**src/rtl/esfa_pkg.sv**
```systemverilog
// Shared types and constants for the ESFA operation sequencer: FSM state
// encoding, the cell-array NOP selector and the 8-bit command field width.
package esfa_pkg;

  localparam int FIELD_W = 8;

  localparam logic [FIELD_W-1:0] SEL_NOP = 8'h00;

  typedef enum logic [1:0] {
    S_IDLE  = 2'd0,
    S_ISSUE = 2'd1,
    S_WAIT  = 2'd2,
    S_RESP  = 2'd3
  } seq_state_t;

endpackage

```
**src/rtl/esfa_rr_arb2.sv**
```systemverilog
// Two-way round-robin arbiter. The grant is combinational from the requests;
// the last-granted pointer only moves when the sequencer accepts a command.
module esfa_rr_arb2 (
  input  logic       clk,
  input  logic       reset,
  input  logic [1:0] req,
  input  logic       accept,
  output logic [1:0] grant
);

  logic last;

  // On a tie the port that did not win last time gets the grant.
  always_comb begin
    grant = req;
    if (req == 2'b11) begin
      grant = last ? 2'b01 : 2'b10;
    end
  end

  always_ff @(posedge clk) begin
    if (!reset) begin
      last <= 1'b1;
    end else if (accept) begin
      last <= grant[1];
    end
  end

endmodule

```
**src/rtl/esfa_op_sequencer.sv**
```systemverilog
// Two-requester command sequencer for the ESFA cell array: arbitrate, issue,
// wait for the combinator-tree root, return a response. Optional WAIT timeout
// is enabled by defining ESFA_SEQ_TIMEOUT_EN.
module esfa_op_sequencer
  import esfa_pkg::*;
#(
  parameter int TIMEOUT_CYCLES = 255,
  parameter int CYC_W          = 16
) (
  input  logic               clk,
  input  logic               reset,
  input  logic               rq0_valid,
  output logic               rq0_ready,
  input  logic [FIELD_W-1:0] rq0_sel,
  input  logic [FIELD_W-1:0] rq0_index,
  input  logic [FIELD_W-1:0] rq0_value,
  input  logic [FIELD_W-1:0] rq0_meta,
  input  logic               rq0_is_meta,
  input  logic               rq1_valid,
  output logic               rq1_ready,
  input  logic [FIELD_W-1:0] rq1_sel,
  input  logic [FIELD_W-1:0] rq1_index,
  input  logic [FIELD_W-1:0] rq1_value,
  input  logic [FIELD_W-1:0] rq1_meta,
  input  logic               rq1_is_meta,
  output logic [FIELD_W-1:0] arr_sel,
  output logic [FIELD_W-1:0] arr_index,
  output logic [FIELD_W-1:0] arr_value,
  output logic [FIELD_W-1:0] arr_meta,
  output logic               arr_is_meta,
  input  logic               arr_done,
  input  logic               arr_bool,
  input  logic [FIELD_W-1:0] arr_value_in,
  output logic               rsp_valid,
  input  logic               rsp_ready,
  output logic               rsp_id,
  output logic               rsp_bool,
  output logic [FIELD_W-1:0] rsp_value,
  output logic               rsp_err,
  output logic [CYC_W-1:0]   rsp_cycles
);

`ifdef ESFA_SEQ_TIMEOUT_EN
  localparam bit TIMEOUT_EN = 1'b1;
`else
  localparam bit TIMEOUT_EN = 1'b0;
`endif

  localparam logic [CYC_W-1:0] CNT_MAX     = '1;
  localparam logic [CYC_W-1:0] TIMEOUT_LIM = CYC_W'(TIMEOUT_CYCLES);

  seq_state_t         state;
  logic               cmd_id;
  logic [CYC_W-1:0]   cnt;
  logic [1:0]         req;
  logic [1:0]         grant;
  logic               accept;

  function automatic logic [CYC_W-1:0] sat_inc(input logic [CYC_W-1:0] c);
    return (c == CNT_MAX) ? c : c + CYC_W'(1);
  endfunction

  assign req    = {rq1_valid, rq0_valid};
  assign accept = (state == S_IDLE) && reset && (|req);

  // Ready is the handshake strobe for the accepting edge, so it cannot lag by a register.
  assign rq0_ready = accept && grant[0];
  assign rq1_ready = accept && grant[1];

  esfa_rr_arb2 u_arb (
    .clk    (clk),
    .reset  (reset),
    .req    (req),
    .accept (accept),
    .grant  (grant)
  );

  always_ff @(posedge clk) begin
    if (!reset) begin
      state       <= S_IDLE;
      cmd_id      <= 1'b0;
      cnt         <= '0;
      arr_sel     <= SEL_NOP;
      arr_index   <= '0;
      arr_value   <= '0;
      arr_meta    <= '0;
      arr_is_meta <= 1'b0;
      rsp_valid   <= 1'b0;
      rsp_id      <= 1'b0;
      rsp_bool    <= 1'b0;
      rsp_value   <= '0;
      rsp_err     <= 1'b0;
      rsp_cycles  <= '0;
    end else begin
      unique case (state)
        S_IDLE: begin
          if (|req) begin
            cmd_id      <= grant[1];
            arr_sel     <= grant[1] ? rq1_sel     : rq0_sel;
            arr_index   <= grant[1] ? rq1_index   : rq0_index;
            arr_value   <= grant[1] ? rq1_value   : rq0_value;
            arr_meta    <= grant[1] ? rq1_meta    : rq0_meta;
            arr_is_meta <= grant[1] ? rq1_is_meta : rq0_is_meta;
            state       <= S_ISSUE;
          end
        end
        S_ISSUE: begin
          cnt   <= CYC_W'(1);
          state <= S_WAIT;
        end
        S_WAIT: begin
          // A done arriving on the timeout cycle still completes normally.
          if (arr_done) begin
            rsp_valid   <= 1'b1;
            rsp_id      <= cmd_id;
            rsp_bool    <= arr_bool;
            rsp_value   <= arr_value_in;
            rsp_err     <= 1'b0;
            rsp_cycles  <= cnt;
            arr_sel     <= SEL_NOP;
            arr_is_meta <= 1'b0;
            state       <= S_RESP;
          end else if (TIMEOUT_EN && (cnt >= TIMEOUT_LIM)) begin
            rsp_valid   <= 1'b1;
            rsp_id      <= cmd_id;
            rsp_bool    <= 1'b0;
            rsp_value   <= '0;
            rsp_err     <= 1'b1;
            rsp_cycles  <= TIMEOUT_LIM;
            arr_sel     <= SEL_NOP;
            arr_is_meta <= 1'b0;
            state       <= S_RESP;
          end else begin
            cnt <= sat_inc(cnt);
          end
        end
        S_RESP: begin
          if (rsp_ready) begin
            rsp_valid <= 1'b0;
            state     <= S_IDLE;
          end
        end
        default: state <= S_IDLE;
      endcase
    end
  end

endmodule

```
**config.mk**
```make
export PLATFORM = sky130hd
export DESIGN_NAME = esfa_op_sequencer
export DESIGN_NICKNAME = d
export VERILOG_FILES = /design/src/rtl/esfa_pkg.sv /design/src/rtl/esfa_rr_arb2.sv /design/src/rtl/esfa_op_sequencer.sv
export SDC_FILE = /design/constraint.sdc
export NUM_CORES = 1
export LEC_CHECK = 0
export CORE_ASPECT_RATIO = 0.9
export CORE_MARGIN = 2
export CORE_UTILIZATION = 43
export DETAILED_ROUTE_END_ITERATION = 12
export PLACE_DENSITY = 0.8
export SYNTH_ARGS = -nofsm -noshare
export SYNTH_HDL_FRONTEND = slang
export SYNTH_SLANG_ARGS = --single-unit
```
**constraint.sdc**
```tcl
create_clock -name clk -period 2.2 [get_ports clk]
set_input_delay 0.33 -clock clk [delete_from_list [all_inputs] [get_ports clk]]
set_output_delay 0.33 -clock clk [all_outputs]
set_load 0.005 [all_outputs]
```
==> flow_summary.toml, run 1 <==
[run_status]
status = "finished, final reports clean"

[worst_setup_path]
path_class = "reg -> reg"
worstPathArrival_ns = 2.41
cp_max_fo = 6
path_cells = "ha_1 > nand4_2 > or4_4 > o211ai_2 > mux2_2 > nor2_1"
start_kind = "register"
end_kind = "register"
crit_buf_inv = 0
crit_path_top_delay_cell = "or4_4"
max_stage_delay_ns = 0.62
worstPathRequired_ns = 2.49
cpLargestDelayFamily = "simple AND/OR/NAND/NOR gates"

[job]
drv_cap = 0

[pwr]
switching_share_pct = 35.4
p_total_mw = 5.04
p_sw_mw = 1.79
p_int_mw = 3.26
ir_drop_uv = 482
power_frac_seq_pct = 37.3
pwr-share-clk_pct = 22.7
power-per-cell-area_mw_per_mm2 = 936
comb_power_share_pct = 40.0
leakage_nw = 1.99

[die]
ios = 144
die_area_mm2 = 0.00907
core-area_mm2 = 0.00807
rows = 31
initial_core_util_pct = 44.4
die_w_um = 100
fp.dieH_um = 90.6

[placed_design]
place_inst = 657
hpwlAfterDp_um = 7720
portBuffers = 142
pre_cts_ws_ns = -0.126
gp_congestion = 0.929
place_area_mm2 = 0.00517

[timing]
setup_ws_ns = 0.0781
setup_violations = 0
slew_headroom_pct = 49.7
max_freq_mhz = 471
post-route-period-util_pct = 96.4
hold_violations = 0
finClkSkew_ns = 0.00708
final.setup.tns_ns = 0
fin_crit_ns = 2.12
drv_slew = 0
worst_pin_slew_ns = 0.755
holdWs_ns = 0.456

[synth]
syn-num-nets = 512
async_reset_ff_share_pct = 0
synth_cell_types = 47
seq_area_frac_synth_pct = 44.7
ys_warn_count = 0
synth_seq_cells = 80
synth-edff-count = 0
syn_avg_cell_area_um2 = 8.43
netlist_area_mm2 = 0.00358
synth_ff_type = "dfxtp_1"
synthCells = 425

[layout]
drive_gt1_share_pct = 8.36
fin_cells = 673
nNetsFinal = 656
final-seq-area_mm2 = 0.00160
final_util_pct = 66.7
num_antenna_cells = 0
multi_input_area_mm2 = 0.00186
areaGrowthSynthToFinish_pct = 50.4
fin_area_mm2 = 0.00539
fill_cells = 663

[clock_tree]
numCtsBuffers = 9
cts_sinks = 80
insertion_delay_ns = 0.36
htreeDepth = 3
cts.clk_slew.worst_paths_ns = 0.09
cts_tree = "yes"
cts_buffer_depth = 2
clockRootBuffer = "clkbuf_8"

[route]
wl_per_cell_um = 15.3
vias = 3577
drt-total-wl_um = 10300
drt_first_pass_iters = 4
ant_nets = 0
vias_per_cell = 5.32
drtIter0Drc = 180
drc_errors = 0

[global_route]
grtUsageTotal_pct = 22.1
grt_pass1_vias = 3348
grt_max_degree = 75
grt-ovfl-total = 0
antenna_found_initial = 0
grt_pass1_wl_um = 16100

[worst_hold_path]
min_path_type = "reg -> reg"
==> layout make-up <==
type	count	area share, %
Timing Repair Buffer	162	29.2
Tap cell	99	2.30
Sequential cell	80	29.7
Clock buffer	9	2.30
Inverter	6	0.418
Multi-Input combinational cell	310	34.5
Clock inverter	7	1.58
==> layer usage <==
layer / wire, µm / up-vias / GRT usage [%]
met5: 0 / - / 0
met4: 114 / 0 / 6.85
met3: 624 / 11 / 5.73
met2: 5200 / 106 / 37.0
met1: 4380 / 1673 / 27.7
li1: - / 1787 / -
==> kinds of logic after synthesis <==
family          count (synthesis)  synth area share [%]
simple gates                  164                  20.4
compound gates                103                  18.5
flops                          80                  44.7
mux                            36                  10.1
buf+inv                        35                  4.02
fa+ha+maj                       6                  2.10
other cells                     1                 0.105
==> synth_stat cells, types with 3 or more instances <==
master	n	share of area (%)
buf_2	7	0.98
a211oi_1	27	5.7
o21ai_1	3	0.42
clkbuf_1	18	1.9
buf_1	3	0.31
inv_1	6	0.63
and2_1	3	0.52
o21ai_0	8	1.1
ha_1	6	2.1
dfxtp_1	80	45
nand2b_1	4	0.70
or3_1	4	0.70
nor3_1	6	0.84
nand4_1	4	0.70
and3_1	3	0.52
nor2_1	51	5.3
a21oi_1	40	5.6
a31oi_1	5	0.87
mux2i_1	34	9.5
nand3_1	7	0.98
nand2_1	71	7.4
==> tightest hold or removal path, cell delays in order (launching register included) <==
cell and delay (ns):
dfxtp_1 0.32, nand2_1 0.05, a21oi_1 0.05
==> placed cells by master, fill, tap and decap left out, types with 2 or more instances in the layout <==
master           instances
clkdlybuf4s50_1        140
dfxtp_1                 80
nand2_1                 71
nor2_1                  51
a21oi_1                 40
mux2i_1                 34
a211oi_1                27
buf_4                   19
clkbuf_8                 9
o21ai_0                  8
nand3_1                  7
nor3_1                   6
inv_1                    5
a31oi_1                  5
ha_1                     5
nand2b_1                 4
or3_1                    4
nand4_1                  4
and3_1                   3
o21ai_1                  3
and2_1                   3
o21a_1                   2
o211ai_1                 2
nand4_2                  2
and4_1                   2
o31ai_1                  2
mux2_2                   2
a311oi_1                 2
inv_8                    2
clkinvlp_4               2
inv_6                    2
dlygate4sd2_1            2
==> power by group through the flow <==
stage | Sequential [mW] | Combinational [mW] | Clock (mW)
after global placement | 1.90 | 1.93 | 0
final | 1.88 | 2.01 | 1.15
after CTS | 1.88 | 2.02 | 1.17
after floorplan | 1.92 | 1.04 | 0
after detailed placement | 1.91 | 2.01 | 0
after global routing | 1.92 | 2.23 | 1.23
==> registers in the layout, summed over array words and instances, names as in the netlist <==
register / cells
cmd_id: 1
rsp_bool: 1
rsp_id: 1
u_arb.last: 1
state: 2
arr_sel: 8
arr_index: 8
rsp_value: 8
rsp_cycles: 16
arr_value: 8
arr_is_meta: 1
arr_meta: 8
cnt: 16
rsp_valid: 1
==> worst paths after layout <==
check	start	endpoint	slack, ns	cells after the start
worst min register to register	rsp_cycles[13]$_SDFFE_PN0P_	rsp_cycles[13]$_SDFFE_PN0P_	0.46	2
worst min-delay path	rsp_cycles[13]$_SDFFE_PN0P_	rsp_cycles[13]$_SDFFE_PN0P_	0.46	2
worst max register to register	cnt[0]$_SDFFE_PN0P_	cnt[2]$_SDFFE_PN0P_	0.08	6
worst max-delay path	cnt[0]$_SDFFE_PN0P_	cnt[2]$_SDFFE_PN0P_	0.08	6
==> repair_timing <==
action,CTS,global route
hold endpoints to repair,0,0
setup buffers,0,0
hold buffers,0,0
setup endpoints to repair,2,8
pin swaps,0,0
gates resized for setup,3,2
No activity file was read; power rests on OpenSTA's default activity.
==> run 2: changes to the inputs <==
--- a/config.mk
+++ b/config.mk
@@ -10,6 +10,7 @@
 export CORE_UTILIZATION = 43
 export DETAILED_ROUTE_END_ITERATION = 12
 export PLACE_DENSITY = 0.8
+export SKIP_CTS_REPAIR_TIMING = 1
 export SYNTH_ARGS = -nofsm -noshare
 export SYNTH_HDL_FRONTEND = slang
 export SYNTH_SLANG_ARGS = --single-unit
==> flow_summary.toml, run 2 (synthesis results as in run 1) <==
[worst_setup_path]
path_class = "reg -> reg"
end_kind = "register"
worstPathArrival_ns = 2.44
worstPathRequired_ns = 2.49
cp_max_fo = 6
start_kind = "register"

[route]
vias = 3556
ant_nets = 0
drt_first_pass_iters = 4
drtIter0Drc = 175
vias_per_cell = 5.28
drc_errors = 0
wl_per_cell_um = 15.4
drt-total-wl_um = 10300

[timing]
fin_crit_ns = 2.14
hold_violations = 0
finClkSkew_ns = 0.00709
post-route-period-util_pct = 97.5
final.setup.tns_ns = 0
worst_pin_slew_ns = 0.756
setup_ws_ns = 0.0551
slew_headroom_pct = 49.6
drv_slew = 0
max_freq_mhz = 466
setup_violations = 0

[die]
rows = 31
initial_core_util_pct = 44.4
ios = 144
core-area_mm2 = 0.00807
die_area_mm2 = 0.00907
die_w_um = 100
fp.dieH_um = 90.6

[layout]
fin_cells = 673
nNetsFinal = 656
drive_gt1_share_pct = 8.36
fill_cells = 662
final_cell_mix = "clkdlybuf4s50_1, dfxtp_1, nand2_1"
areaGrowthSynthToFinish_pct = 50.6
final_common_cell = "clkdlybuf4s50_1"
top_regs = "cnt: 16 flops, rsp_cycles: 16 flops"
num_antenna_cells = 0
fin_area_mm2 = 0.00539

[global_route]
use_met2_pct = 37.0
gr-usage-met3_pct = 5.65
busiest_layer = "met2"
grtUsageTotal_pct = 22.1
antenna_found_initial = 0
grt_max_degree = 75
met1_usage_pct = 27.7
grt-ovfl-total = 0
grt_pass1_wl_um = 16100
grt_pass1_vias = 3342

[clock_tree]
clockRootBuffer = "clkbuf_8"
cts_sinks = 80
cts.clk_slew.worst_paths_ns = 0.09
cts_buffer_depth = 2
cts_tree = "yes"
insertion_delay_ns = 0.36
numCtsBuffers = 9
htreeDepth = 3

[placed_design]
place_inst = 657
hpwlAfterDp_um = 7720
gp_congestion = 0.929
portBuffers = 142
pre_cts_ws_ns = -0.126
place_area_mm2 = 0.00517

[pwr]
power-per-cell-area_mw_per_mm2 = 936
leakage_nw = 2.02
p_total_mw = 5.05
ir_drop_uv = 482

[worst_hold_path]
min_path_type = "reg -> reg"

[job]
drv_cap = 0

[run_status]
status = "finished, final reports clean"
## run 2: routing by layer
layer,vias to the layer above,part of all wire [%]
li1,1792,-
met1,1646,43
met2,106,50
met3,12,5.7
met4,0,1.4
met5,-,0
## run 2: report_power, final
group / switching (mW) / internal (mW)
clock: 0.600 / 0.548
combinational: 1.03 / 0.984
sequential: 0.157 / 1.73
## run 2: path summary, 6_finish.rpt
check / from / slack (ns) / depth (start not counted) / to
worst min-delay path: rsp_cycles[13]$_SDFFE_PN0P_ / 0.46 / 2 / rsp_cycles[13]$_SDFFE_PN0P_
worst max-delay path: cnt[0]$_SDFFE_PN0P_ / 0.06 / 6 / cnt[2]$_SDFFE_PN0P_
worst max register to register: cnt[0]$_SDFFE_PN0P_ / 0.06 / 6 / cnt[2]$_SDFFE_PN0P_
worst min register to register: rsp_cycles[13]$_SDFFE_PN0P_ / 0.46 / 2 / rsp_cycles[13]$_SDFFE_PN0P_
## run 2: per-stage QoR
stage                     hold WS (ns)  util [%]
after floorplan                  0.432         -
after global placement           0.441      64.0
after detailed placement         0.447      64.0
after CTS                        0.460      66.6
after global routing             0.480      66.8
final                            0.455      66.8
## run 2: layout make-up
| class | instances | area [µm²] | share of cell area [%] |
|---|---|---|---|
| flip-flops and latches | 80 | 1600 | 29.7 |
| repair buffers | 162 | 1580 | 29.3 |
| well taps | 99 | 124 | 2.30 |
| inverters | 6 | 22.5 | 0.418 |
| clock inverters | 7 | 85.1 | 1.58 |
| multi-input cells | 310 | 1860 | 34.4 |
| clock buffers | 9 | 124 | 2.30 |
## run 2: worst max-delay path: stages (launching register included)
cell,delay [ns]
dfxtp_1,0.34
ha_1,0.24
nand4_2,0.24
or4_4,0.62
o211ai_2,0.19
mux2_2,0.36
nor2_1,0.08
==> run 3: changes to the inputs <==
--- a/config.mk
+++ b/config.mk
@@ -11,6 +11,7 @@
 export DETAILED_ROUTE_END_ITERATION = 12
 export PLACE_DENSITY = 0.8
 export SKIP_CTS_REPAIR_TIMING = 1
+export SLEW_MARGIN = 20
 export SYNTH_ARGS = -nofsm -noshare
 export SYNTH_HDL_FRONTEND = slang
 export SYNTH_SLANG_ARGS = --single-unit
==> results of run 3 <==
Same layout as run 2: the final DEF is identical, and so are final timing and power.
